--- src/rtl/muldiv_unit_if.sv ---
// Request/response bundle between the issue stage / register file and the
// iterative RV32M multiply/divide unit.
interface muldiv_unit_if #(
    parameter int XLEN = 32
);
    // request side (issue stage -> unit)
    logic            start;
    logic [2:0]      funct3;
    logic [4:0]      rd_in;
    logic [XLEN-1:0] rs1_data;
    logic [XLEN-1:0] rs2_data;

    // response side (unit -> register-file write port / issue stage)
    logic            busy;
    logic            result_valid;
    logic [XLEN-1:0] result;
    logic [4:0]      rd_out;
    logic            regwrite;

    modport master (
        output start, funct3, rd_in, rs1_data, rs2_data,
        input  busy, result_valid, result, rd_out, regwrite
    );

    modport slave (
        input  start, funct3, rd_in, rs1_data, rs2_data,
        output busy, result_valid, result, rd_out, regwrite
    );
endinterface

--- src/rtl/muldiv_unit.sv ---
// Iterative RV32M multiply/divide unit. Multiplies with a 64-bit unsigned
// shift-add (one multiplier bit per cycle) and divides with restoring
// division (one quotient bit per cycle) on operand magnitudes; the sign is
// applied when the final iteration completes. Divide-by-zero and signed
// overflow bypass the iteration and complete immediately.
module muldiv_unit #(
    parameter int XLEN = 32
) (
    input  logic          clk,
    input  logic          reset_n,
    muldiv_unit_if.slave  bus
);
    typedef enum logic [1:0] {
        IDLE = 2'd0,
        CALC = 2'd1,
        DONE = 2'd2
    } state_t;

    localparam logic [2:0] F_MUL    = 3'b000;
    localparam logic [2:0] F_MULH   = 3'b001;
    localparam logic [2:0] F_MULHSU = 3'b010;
    localparam logic [2:0] F_MULHU  = 3'b011;
    localparam logic [2:0] F_DIV    = 3'b100;
    localparam logic [2:0] F_DIVU   = 3'b101;
    localparam logic [2:0] F_REM    = 3'b110;
    localparam logic [2:0] F_REMU   = 3'b111;

    localparam logic [XLEN-1:0] MIN_NEG = {1'b1, {(XLEN-1){1'b0}}};

    // architectural state
    state_t            state_q;
    logic [5:0]        cnt_q;
    logic [2:0]        op_q;
    logic [4:0]        rd_pend_q;     // destination held until completion
    logic [XLEN-1:0]   opnd_q;        // multiplicand (mul) or divisor (div)
    logic [2*XLEN-1:0] work_q;        // {hi,lo}: product or {remainder,quotient}
    logic              neg_main_q;    // negate product / quotient at the end
    logic              neg_rem_q;     // negate remainder at the end
    logic              busy_q;
    logic              valid_q;
    logic              regwrite_q;
    logic [XLEN-1:0]   result_q;
    logic [4:0]        rd_out_q;

    // request decode
    logic              req_is_div;
    logic              a_signed;
    logic              b_signed;
    logic              a_neg;
    logic              b_neg;
    logic [XLEN-1:0]   a_mag;
    logic [XLEN-1:0]   b_mag;
    logic              div_zero;
    logic              div_ovf;
    logic              fast_path;
    logic [XLEN-1:0]   fast_result;

    // iteration datapath
    logic [XLEN:0]     mul_sum;
    logic [2*XLEN-1:0] mul_step;
    logic [XLEN:0]     div_shift;
    logic              div_ge;
    logic [XLEN-1:0]   div_rem_new;
    logic [2*XLEN-1:0] div_step;
    logic [2*XLEN-1:0] step_work_d;
    logic [2*XLEN-1:0] prod_signed;
    logic [XLEN-1:0]   quo_signed;
    logic [XLEN-1:0]   rem_signed;
    logic [XLEN-1:0]   calc_result_d;

    // decode the incoming request: signedness, magnitudes and the fast path
    always_comb begin
        req_is_div = bus.funct3[2];
        a_signed   = (bus.funct3 == F_MULH) || (bus.funct3 == F_MULHSU) ||
                     (bus.funct3 == F_DIV)  || (bus.funct3 == F_REM);
        b_signed   = (bus.funct3 == F_MULH) || (bus.funct3 == F_DIV) ||
                     (bus.funct3 == F_REM);
        a_neg      = a_signed & bus.rs1_data[XLEN-1];
        b_neg      = b_signed & bus.rs2_data[XLEN-1];
        a_mag      = a_neg ? (~bus.rs1_data + 1'b1) : bus.rs1_data;
        b_mag      = b_neg ? (~bus.rs2_data + 1'b1) : bus.rs2_data;

        // DIV and REM share funct3[0]=0; only they can overflow
        div_zero   = req_is_div && (bus.rs2_data == '0);
        div_ovf    = req_is_div && !bus.funct3[0] && (bus.rs1_data == MIN_NEG) &&
                     (bus.rs2_data == '1);
        fast_path  = div_zero || div_ovf;

        fast_result = '0;
        if (div_zero) begin
            // funct3[1] selects remainder
            fast_result = bus.funct3[1] ? bus.rs1_data : '1;
        end else if (div_ovf) begin
            fast_result = bus.funct3[1] ? '0 : MIN_NEG;
        end
    end

    // one iteration step of either engine, plus final sign fix-up
    always_comb begin
        // shift-add: conditionally add multiplicand into the high half, shift right
        mul_sum     = {1'b0, work_q[2*XLEN-1:XLEN]} +
                      (work_q[0] ? {1'b0, opnd_q} : {(XLEN+1){1'b0}});
        mul_step    = {mul_sum, work_q[XLEN-1:1]};

        // restoring divide: bring in next dividend bit, subtract if it fits
        div_shift   = {work_q[2*XLEN-1:XLEN], work_q[XLEN-1]};
        div_ge      = (div_shift >= {1'b0, opnd_q});
        div_rem_new = div_ge ? (div_shift[XLEN-1:0] - opnd_q) : div_shift[XLEN-1:0];
        div_step    = {div_rem_new, work_q[XLEN-2:0], div_ge};

        step_work_d = op_q[2] ? div_step : mul_step;

        prod_signed = neg_main_q ? (~step_work_d + 1'b1) : step_work_d;
        quo_signed  = neg_main_q ? (~step_work_d[XLEN-1:0] + 1'b1) : step_work_d[XLEN-1:0];
        rem_signed  = neg_rem_q ? (~step_work_d[2*XLEN-1:XLEN] + 1'b1)
                                : step_work_d[2*XLEN-1:XLEN];

        calc_result_d = '0;
        case (op_q)
            F_MUL:                      calc_result_d = prod_signed[XLEN-1:0];
            F_MULH, F_MULHSU, F_MULHU:  calc_result_d = prod_signed[2*XLEN-1:XLEN];
            F_DIV, F_DIVU:              calc_result_d = quo_signed;
            F_REM, F_REMU:              calc_result_d = rem_signed;
            default:                    calc_result_d = '0;
        endcase
    end

    // control FSM with registered outputs; write-back fields change only on completion
    always_ff @(posedge clk or negedge reset_n) begin
        if (!reset_n) begin
            state_q    <= IDLE;
            cnt_q      <= '0;
            op_q       <= '0;
            rd_pend_q  <= '0;
            opnd_q     <= '0;
            work_q     <= '0;
            neg_main_q <= 1'b0;
            neg_rem_q  <= 1'b0;
            busy_q     <= 1'b0;
            valid_q    <= 1'b0;
            regwrite_q <= 1'b0;
            result_q   <= '0;
            rd_out_q   <= '0;
        end else begin
            valid_q    <= 1'b0;
            regwrite_q <= 1'b0;
            case (state_q)
                IDLE, DONE: begin
                    if (bus.start) begin
                        op_q       <= bus.funct3;
                        rd_pend_q  <= bus.rd_in;
                        cnt_q      <= '0;
                        neg_main_q <= a_neg ^ b_neg;
                        neg_rem_q  <= a_neg;
                        // multiplier / dividend goes in the low half of the work register
                        opnd_q     <= req_is_div ? b_mag : a_mag;
                        work_q     <= {{XLEN{1'b0}}, (req_is_div ? a_mag : b_mag)};
                        if (fast_path) begin
                            state_q    <= DONE;
                            busy_q     <= 1'b0;
                            valid_q    <= 1'b1;
                            regwrite_q <= (bus.rd_in != 5'd0);
                            result_q   <= fast_result;
                            rd_out_q   <= bus.rd_in;
                        end else begin
                            state_q    <= CALC;
                            busy_q     <= 1'b1;
                        end
                    end else begin
                        state_q <= IDLE;
                        busy_q  <= 1'b0;
                    end
                end
                CALC: begin
                    work_q <= step_work_d;
                    cnt_q  <= cnt_q + 6'd1;
                    if (cnt_q == 6'd31) begin
                        state_q    <= DONE;
                        busy_q     <= 1'b0;
                        valid_q    <= 1'b1;
                        regwrite_q <= (rd_pend_q != 5'd0);
                        result_q   <= calc_result_d;
                        rd_out_q   <= rd_pend_q;
                    end
                end
                default: begin
                    state_q <= IDLE;
                    busy_q  <= 1'b0;
                end
            endcase
        end
    end

    assign bus.busy         = busy_q;
    assign bus.result_valid = valid_q;
    assign bus.result       = result_q;
    assign bus.rd_out       = rd_out_q;
    assign bus.regwrite     = regwrite_q;
endmodule

--- src/flat_wrapper.sv ---
// flat-port wrapper written by rule: the top's interface ports become plain ports
module muldiv_unit_flat 
#(
    parameter int XLEN = 32
)
  (clk, reset_n, bus_start, bus_funct3, bus_rd_in, bus_rs1_data, bus_rs2_data, bus_busy, bus_result_valid, bus_result, bus_rd_out, bus_regwrite);
  muldiv_unit_if #(.XLEN(XLEN)) bus_i ();
  input  logic clk;
  input  logic reset_n;
  input wire logic [$bits(bus_i.start)-1:0] bus_start;
  input wire logic [$bits(bus_i.funct3)-1:0] bus_funct3;
  input wire logic [$bits(bus_i.rd_in)-1:0] bus_rd_in;
  input wire logic [$bits(bus_i.rs1_data)-1:0] bus_rs1_data;
  input wire logic [$bits(bus_i.rs2_data)-1:0] bus_rs2_data;
  output wire logic [$bits(bus_i.busy)-1:0] bus_busy;
  output wire logic [$bits(bus_i.result_valid)-1:0] bus_result_valid;
  output wire logic [$bits(bus_i.result)-1:0] bus_result;
  output wire logic [$bits(bus_i.rd_out)-1:0] bus_rd_out;
  output wire logic [$bits(bus_i.regwrite)-1:0] bus_regwrite;
  assign bus_i.start = bus_start;
  assign bus_i.funct3 = bus_funct3;
  assign bus_i.rd_in = bus_rd_in;
  assign bus_i.rs1_data = bus_rs1_data;
  assign bus_i.rs2_data = bus_rs2_data;
  assign bus_busy = bus_i.busy;
  assign bus_result_valid = bus_i.result_valid;
  assign bus_result = bus_i.result;
  assign bus_rd_out = bus_i.rd_out;
  assign bus_regwrite = bus_i.regwrite;
  muldiv_unit #(.XLEN(XLEN)) u_core (.clk(clk), .reset_n(reset_n), .bus(bus_i));
endmodule
--- config.mk ---
export PLATFORM = sky130hd
export DESIGN_NAME = muldiv_unit_flat
export DESIGN_NICKNAME = d
export VERILOG_FILES = /design/src/rtl/muldiv_unit_if.sv /design/src/rtl/muldiv_unit.sv /design/src/flat_wrapper.sv
export SDC_FILE = /design/constraint.sdc
export NUM_CORES = 1
export LEC_CHECK = 0
export CORE_ASPECT_RATIO = 0.9
export CORE_UTILIZATION = 45
export DETAILED_ROUTE_END_ITERATION = 10
export PLACE_DENSITY = 0.66
export RECOVER_POWER = 50
export SLEW_MARGIN = 20
export SYNTH_ARGS = -nofsm -noshare
export SYNTH_HDL_FRONTEND = slang
export SYNTH_SLANG_ARGS = --single-unit
--- constraint.sdc ---
create_clock -name clk -period 4.37 [get_ports clk]
set_input_delay 0.874 -clock clk [delete_from_list [all_inputs] [get_ports clk]]
set_output_delay 0.874 -clock clk [all_outputs]
set_load 0.05 [all_outputs]
Yosys cells after proc, flatten, opt, wreduce, memory -nomap -nowiden
Cells that the tools add are included.
{ "totals": {"reg_bits": 154, "out_inout_bits": 40, "inputBits": 75} }
{ "op_classes": {"n_lt_le_gt_ge": 1, "bitwise_logic": 8, "n_eq_ne": 19, "n_addsub": 8, "muxes": 43, "n_reduce_logical": 24} }
{ "op_table": {"columns": ["operator", "n"], "rows": [
  ["32-bit two-way mux", 15],
  ["64-bit two-way mux", 3],
  ["32-bit by 1-bit adder with 32-bit output, second input constant", 4],
  ["32-bit inverter", 4],
  ["32-bit one-hot mux with 4 select lines", 1],
  ["64-bit one-hot mux with 2 select lines", 1],
  ["64-bit by 1-bit adder with 64-bit output, second input constant", 1],
  ["32-bit equality test, second input constant", 2],
  ["64-bit inverter", 1],
  ["32-bit one-hot mux with 2 select lines", 1],
  ["32-bit by 33-bit adder with 33-bit output", 1],
  ["33-bit by 32-bit >= comparator with 1-bit output", 1],
  ["32-bit zero test", 1],
  ["32-bit subtractor", 1],
  ["3-bit equality test, second input constant", 6],
  ["5-bit two-way mux", 3],
  ["6-bit one-hot mux with 2 select lines", 1],
  ["5-bit one-hot mux with 2 select lines", 1],
  ["5-bit nonzero test", 2],
  ["3-bit by 2-bit equality test with 1-bit output, second input constant", 3],
  ["1-bit two-way mux", 9],
  ["6-bit by 1-bit adder with 6-bit output, second input constant", 1],
  ["3-bit by 1-bit equality test with 1-bit output, second input constant", 2],
  ["6-bit by 5-bit equality test with 1-bit output, second input constant", 1],
  ["20 further kinds", 37]
]} }

Logic depth before layout (Yosys ltp)
{ "logic_depth": {"depth_word": 9, "mapped_depth": 24, "ltp_nobuf": 21} }

Worst setup path after synthesis
OpenSTA, ideal clock, no wires.
{ "synth_path": {"kind": "flip-flop to flip-flop", "startpoint": "register u_core.work_q[43]", "endpoint": "register u_core.result_q[26], in the netlist u_core.bus.result[26]", "period_less_slack_ps": 4754, "setup_time_ps": 126, "slack_ps": -384, "stages_incl_launch_ff": 22, "t_arrival_ps": 4628, "t_required_ps": 4244, "cell_sequence": "dfrtp_1 ha_1 clkbuf_1 a21oi_1 o21ai_1 o21ai_0 nand2_1 o2111ai_2 a21boi_4 clkbuf_1 a21oi_1 ha_1 o21ai_0 or3_1 or3_1 o21ai_0 xnor2_1 a221oi_1 o21bai_1 o311a_1 a31oi_1 a311o_1"} }
{ "synth_via": {"elab_chain_len": 9} }
{ "synth_rtl": {"columns": ["item", "line", "text"], "rows": [
  ["from (decl)", "muldiv_unit.sv:36", "logic [2*XLEN-1:0] work_q;"],
  ["from (signal assigned)", "muldiv_unit.sv:157", "work_q <= {{XLEN{1'b0}}, (req_is_div ? a_mag : b_mag)};"],
  ["from (signal assigned)", "muldiv_unit.sv:175", "work_q <= step_work_d;"],
  ["32-bit subtractor or 33-bit by 32-bit >= comparator with 1-bit output (tied branches)", "muldiv_unit.sv:108, muldiv_unit.sv:107", null],
  ["32-bit two-way mux", "muldiv_unit.sv:108", "div_rem_new = div_ge ? (div_shift[XLEN-1:0] - opnd_q) : div_shift[XLEN-1:0];"],
  ["64-bit two-way mux *", "muldiv_unit.sv:111", "step_work_d = op_q[2] ? div_step : mul_step;"],
  ["64-bit inverter or 32-bit inverter (tied branches)", "muldiv_unit.sv:113, muldiv_unit.sv:115", null],
  ["64-bit by 1-bit adder with 64-bit output or 32-bit by 1-bit adder with 32-bit output (tied branches)", "muldiv_unit.sv:113, muldiv_unit.sv:115", null],
  ["64-bit two-way mux or 32-bit two-way mux (tied branches)", "muldiv_unit.sv:113, muldiv_unit.sv:115", null],
  ["32-bit one-hot mux with 4 select lines *", "muldiv_unit.sv:119", "case (op_q)"],
  ["32-bit two-way mux *", "muldiv_unit.sv:177", "if (cnt_q == 6'd31) begin"],
  ["32-bit one-hot mux with 2 select lines *", "muldiv_unit.sv:147", "case (state_q)"],
  ["to (signal assigned)", "muldiv_unit.sv:163", "result_q <= fast_result;"],
  ["to (signal assigned)", "muldiv_unit.sv:182", "result_q <= calc_result_d;"],
  ["to (decl)", "muldiv_unit.sv:42", "logic [XLEN-1:0] result_q;"]
]} }
Every way passes the cells marked *; elsewhere a longest branch is shown, timed or not. The select of a mux whose other input is x is not followed.
A chain may end at the register's enable or synchronous reset.

Worst setup path after layout
{ "layout_path": {"startpoint": "register u_core.work_q[38]", "endpoint": "register u_core.result_q[27], in the netlist u_core.bus.result[27]"} }
Same word-level chain as after synthesis.

==> flow_summary.rst <==
.. list-table::
   :header-rows: 1

   * - Metric
     - Value
   * - Synth warnings
     - 0
   * - Count of hold-fix buffers inserted at cts
     - 0
   * - Final worst-path cycle share
     - 1.06
   * - Library cell with the largest summed area after synthesis
     - sky130_fd_sc_hd__dfrtp_1
   * - Critical path required time
     - 4.68 ns
   * - Post-detailed-route DRC marker count
     - 0
   * - Worst-path fanout max
     - 3
   * - Fin util
     - 0.690
   * - Fin crit period
     - 4.63 ns
   * - Primary flip-flop cell chosen by synthesis mapping
     - sky130_fd_sc_hd__dfrtp_1
   * - Minimum setup slack in the final design
     - -0.262 ns
   * - Max capacitance violation total
     - 3
   * - All-layer global routing usage
     - 0.446
   * - Unrepaired setup endpoints after global routing
     - true
   * - Root Buffer Master
     - sky130_fd_sc_hd__clkbuf_16
   * - Class of the tightest hold or removal check
     - flip-flop to flip-flop
   * - Worst setup skew after layout
     - around 0.018 ns
   * - First-pass GRT wire length
     - 124000 um
   * - Synthesized Nets
     - between 2000 and 2500
   * - Maximum number of buffers from clock root to sink
     - 2
   * - Count of input and output buffers
     - around 110
   * - Core Box Area
     - about 36000 um^2
   * - Number of vias per cell
     - ~6.4
   * - Violations in the final reports
     - max-capacitance violations, max-slew violations, negative setup slack
   * - Overflow after GRT
     - 0
   * - Ports placed on the boundary
     - 115
   * - Sequential area share after synthesis
     - 0.232
   * - Pre-CTS setup slack
     - -0.746 ns
   * - Final weighted congestion of routability-driven global placement
     - around 1.1
   * - Critical path class
     - flip-flop to flip-flop
   * - Most numerous cell in the Yosys netlist
     - sky130_fd_sc_hd__nand2_1
   * - Largest cells by area after synthesis
     - sky130_fd_sc_hd__dfrtp_1 23%, sky130_fd_sc_hd__nand2_1 6.9%, sky130_fd_sc_hd__o21ai_0 6.7%
   * - Met1 usage
     - 0.596
   * - Synth async-reset ratio
     - 1.00
   * - Portion of synthesized cell area occupied by the leading cell type
     - 0.232
   * - Depth of the CTS H-tree
     - 4
   * - Die Span Y
     - ~180 um
   * - Number of antenna violations at the first check in global routing
     - 4
   * - Count of cell types in the netlist
     - 85
   * - Mean Syn Cell Area
     - between 7 and 8 um^2
   * - CTS buffer count
     - 17
   * - Sort of element at the start of the critical path
     - flip-flop
   * - Layout cell share with drive strength beyond 1
     - 0.330
   * - TritonCTS clock tree
     - built
   * - Count of clock tree sinks
     - around 150
   * - Setup Viol. Count Final
     - 25
   * - Result of the run
     - finished with violations
   * - Worst skew pair latency
     - about 0.47 ns
   * - DRT antenna net count
     - 0
   * - Tightest slew margin relative to the limit
     - -0.620
   * - Number of nets in the layout
     - 3016
   * - Global Route met2 Usage
     - 0.666
   * - Router iterations before antenna repair
     - 6
   * - Wire per inst
     - about 25 um
   * - Cell count after synthesis
     - ~2300
   * - Final hold vios
     - 0
   * - Number of DRC violations after detailed-routing iteration 0
     - about 2600
   * - Post-Syn Area
     - 16500 um^2
   * - Total Neg Setup Slack
     - -3.17 ns
   * - Via count
     - between 20000 and 25000
   * - Type of element capturing the critical path
     - flip-flop
   * - Area growth from synthesis to layout
     - 51.1%
   * - Total routed wirelength
     - 85200 um
   * - Number of flip-flops and latches in the synthesized netlist
     - between 150 and 200
   * - Global route hottest layer
     - met2
   * - Number of pins with negative max-slew slack in the final report
     - between 100 and 150
   * - M3 GR Usage
     - 0.116
   * - Initial Util
     - 0.456
   * - Sum of net half-perimeters after detailed placement
     - ~66000 um
   * - Timing-limited maximum frequency
     - roughly 220 MHz
   * - Die Width
     - approximately 200 um
   * - Via count of the first global-routing pass
     - slightly above 20000
   * - Number of flops mapped to enable cells by yosys
     - 0
   * - Least-Margin Pin Slew
     - around 2.4 ns
   * - Die Footprint
     - about 37000 um^2
   * - Pin count of the biggest net entering global routing
     - 97
   * - CTS clk-pin slew, worst paths
     - 0.07 ns
   * - Total number of placement rows
     - 66
   * - Critical Path AT
     - 4.94 ns
   * - Synth cell count leaders
     - 305 x sky130_fd_sc_hd__nand2_1, 222 x sky130_fd_sc_hd__o21ai_0, 188 x sky130_fd_sc_hd__a21oi_1
-- logic make-up after synthesis --
kind of cell,after synthesis,synth area share
compound gates,771,0.300
xor+xnor,150,0.0796
fa+ha+maj,71,0.0547
buf+inv,214,0.0501
flops,153,0.232
mux,68,0.0422
simple gates,832,0.241
-- per-stage QoR --
stage | area, um^2 | hold WS, ns | instances
2_1_floorplan | 16600 | 0.459 | 2259
6_report | 24900 | 0.501 | 3361
4_1_cts | 24100 | 0.431 | 3326
3_3_place_gp | 21900 | 0.476 | 3252
5_1_grt | 24900 | 0.524 | 3359
3_5_place_dp | 21900 | 0.487 | 3252
-- critical path, cell delays in order, from the launching register on --
cell                       delay, ns
sky130_fd_sc_hd__dfrtp_1        0.42
sky130_fd_sc_hd__ha_4           0.28
sky130_fd_sc_hd__nand4_1        0.11
sky130_fd_sc_hd__buf_6          0.16
sky130_fd_sc_hd__nor4_4         0.20
sky130_fd_sc_hd__nand2_1        0.10
sky130_fd_sc_hd__or4_4          0.54
sky130_fd_sc_hd__and4_4         0.23
sky130_fd_sc_hd__buf_6          0.12
sky130_fd_sc_hd__buf_4          0.12
sky130_fd_sc_hd__nor4b_1        0.50
sky130_fd_sc_hd__a211o_1        0.26
sky130_fd_sc_hd__buf_4          0.14
sky130_fd_sc_hd__a211oi_2       0.04
sky130_fd_sc_hd__buf_4          0.16
sky130_fd_sc_hd__and3_1         0.19
sky130_fd_sc_hd__buf_4          0.14
sky130_fd_sc_hd__nand4_1        0.13
sky130_fd_sc_hd__nor3_1         0.07
sky130_fd_sc_hd__o41ai_2        0.33
sky130_fd_sc_hd__buf_4          0.16
sky130_fd_sc_hd__a21oi_1        0.06
-- cell usage in the layout, fill, tap and decap left out, types with 12 or more instances in the layout --
| cell | instances |
|---|---|
| sky130_fd_sc_hd__a211oi_1 | 14 |
| sky130_fd_sc_hd__a21o_1 | 20 |
| sky130_fd_sc_hd__a21oi_1 | 149 |
| sky130_fd_sc_hd__a21oi_2 | 34 |
| sky130_fd_sc_hd__a22o_1 | 20 |
| sky130_fd_sc_hd__a31oi_1 | 29 |
| sky130_fd_sc_hd__and2_1 | 37 |
| sky130_fd_sc_hd__buf_4 | 584 |
| sky130_fd_sc_hd__buf_6 | 26 |
| sky130_fd_sc_hd__clkbuf_16 | 17 |
| sky130_fd_sc_hd__clkdlybuf4s50_1 | 110 |
| sky130_fd_sc_hd__dfrtp_1 | 151 |
| sky130_fd_sc_hd__ha_1 | 28 |
| sky130_fd_sc_hd__ha_4 | 37 |
| sky130_fd_sc_hd__inv_1 | 64 |
| sky130_fd_sc_hd__mux2i_1 | 55 |
| sky130_fd_sc_hd__nand2_1 | 291 |
| sky130_fd_sc_hd__nand2b_1 | 19 |
| sky130_fd_sc_hd__nand3_1 | 48 |
| sky130_fd_sc_hd__nand4_1 | 33 |
| sky130_fd_sc_hd__nor2_1 | 173 |
| sky130_fd_sc_hd__nor2b_1 | 12 |
| sky130_fd_sc_hd__nor3_1 | 39 |
| sky130_fd_sc_hd__nor4_1 | 16 |
| sky130_fd_sc_hd__o211ai_1 | 37 |
| sky130_fd_sc_hd__o21a_1 | 14 |
| sky130_fd_sc_hd__o21ai_0 | 189 |
| sky130_fd_sc_hd__o21ai_1 | 21 |
| sky130_fd_sc_hd__o21ai_2 | 15 |
| sky130_fd_sc_hd__o221ai_1 | 33 |
| sky130_fd_sc_hd__o22ai_1 | 15 |
| sky130_fd_sc_hd__o31ai_1 | 18 |
| sky130_fd_sc_hd__or3_1 | 19 |
| sky130_fd_sc_hd__xnor2_1 | 82 |
| sky130_fd_sc_hd__xor2_1 | 63 |
-- final cells by class --
class	count	area, um^2
antenna	2	5.00
clock buffer	18	429
clock inverter	14	159
fill	3052	11200
inverter	72	270
multi-input combinational	1893	13700
sequential	153	3830
tap	476	596
timing repair buffer	733	5940
-- flip-flops by register name, summed over array words and instances (netlist names) --
register / cells
u_core.work_q: 64
u_core.bus.result: 32
u_core.opnd_q: 32
u_core.cnt_q: 6
u_core.bus.rd_out: 5
u_core.rd_pend_q: 5
u_core.op_q: 3
u_core.bus.busy: 1
u_core.bus.regwrite: 1
u_core.bus.result_valid: 1
u_core.neg_main_q: 1
u_core.neg_rem_q: 1
u_core.state_q: 1
-- layer usage --
| layer | up-vias | part of all wire | wire length, um |
|---|---|---|---|
| met5 | - | 0.00074 | 63 |
| met3 | 261 | 0.12 | 9940 |
| met1 | 10400 | 0.41 | 34800 |
| met2 | 1360 | 0.42 | 36200 |
| met4 | 4 | 0.050 | 4270 |
| li1 | 9575 | - | - |
-- final timing paths --
check / startpoint / end / slack (ns) / depth (start not counted)
worst min register to register: u_core.bus.result[15] / u_core.bus.result[15] / 0.50 / 2
worst max register to register: u_core.work_q[38] / u_core.bus.result[27] / -0.26 / 21
max in group asynchronous: reset_n / u_core.bus.result[5] / 1.14 / 2
worst min-delay path: u_core.bus.result[15] / u_core.bus.result[15] / 0.50 / 2
min in group asynchronous: reset_n / u_core.opnd_q[21] / 0.89 / 1
worst max-delay path: u_core.work_q[38] / u_core.bus.result[27] / -0.26 / 21
-- what timing repair did --
item | 4_1_cts | 5_1_grt
pin swaps | 92 | 85
buffers inserted | 43 | 34
gates resized for setup | 228 | 144
endpoints found under the setup margin | 32 | 31
cloned | 1 | 0
Power is left out: the tool's default activity adds up to more than one toggle a clock period on the data nets, which glitch-free logic cannot reach.
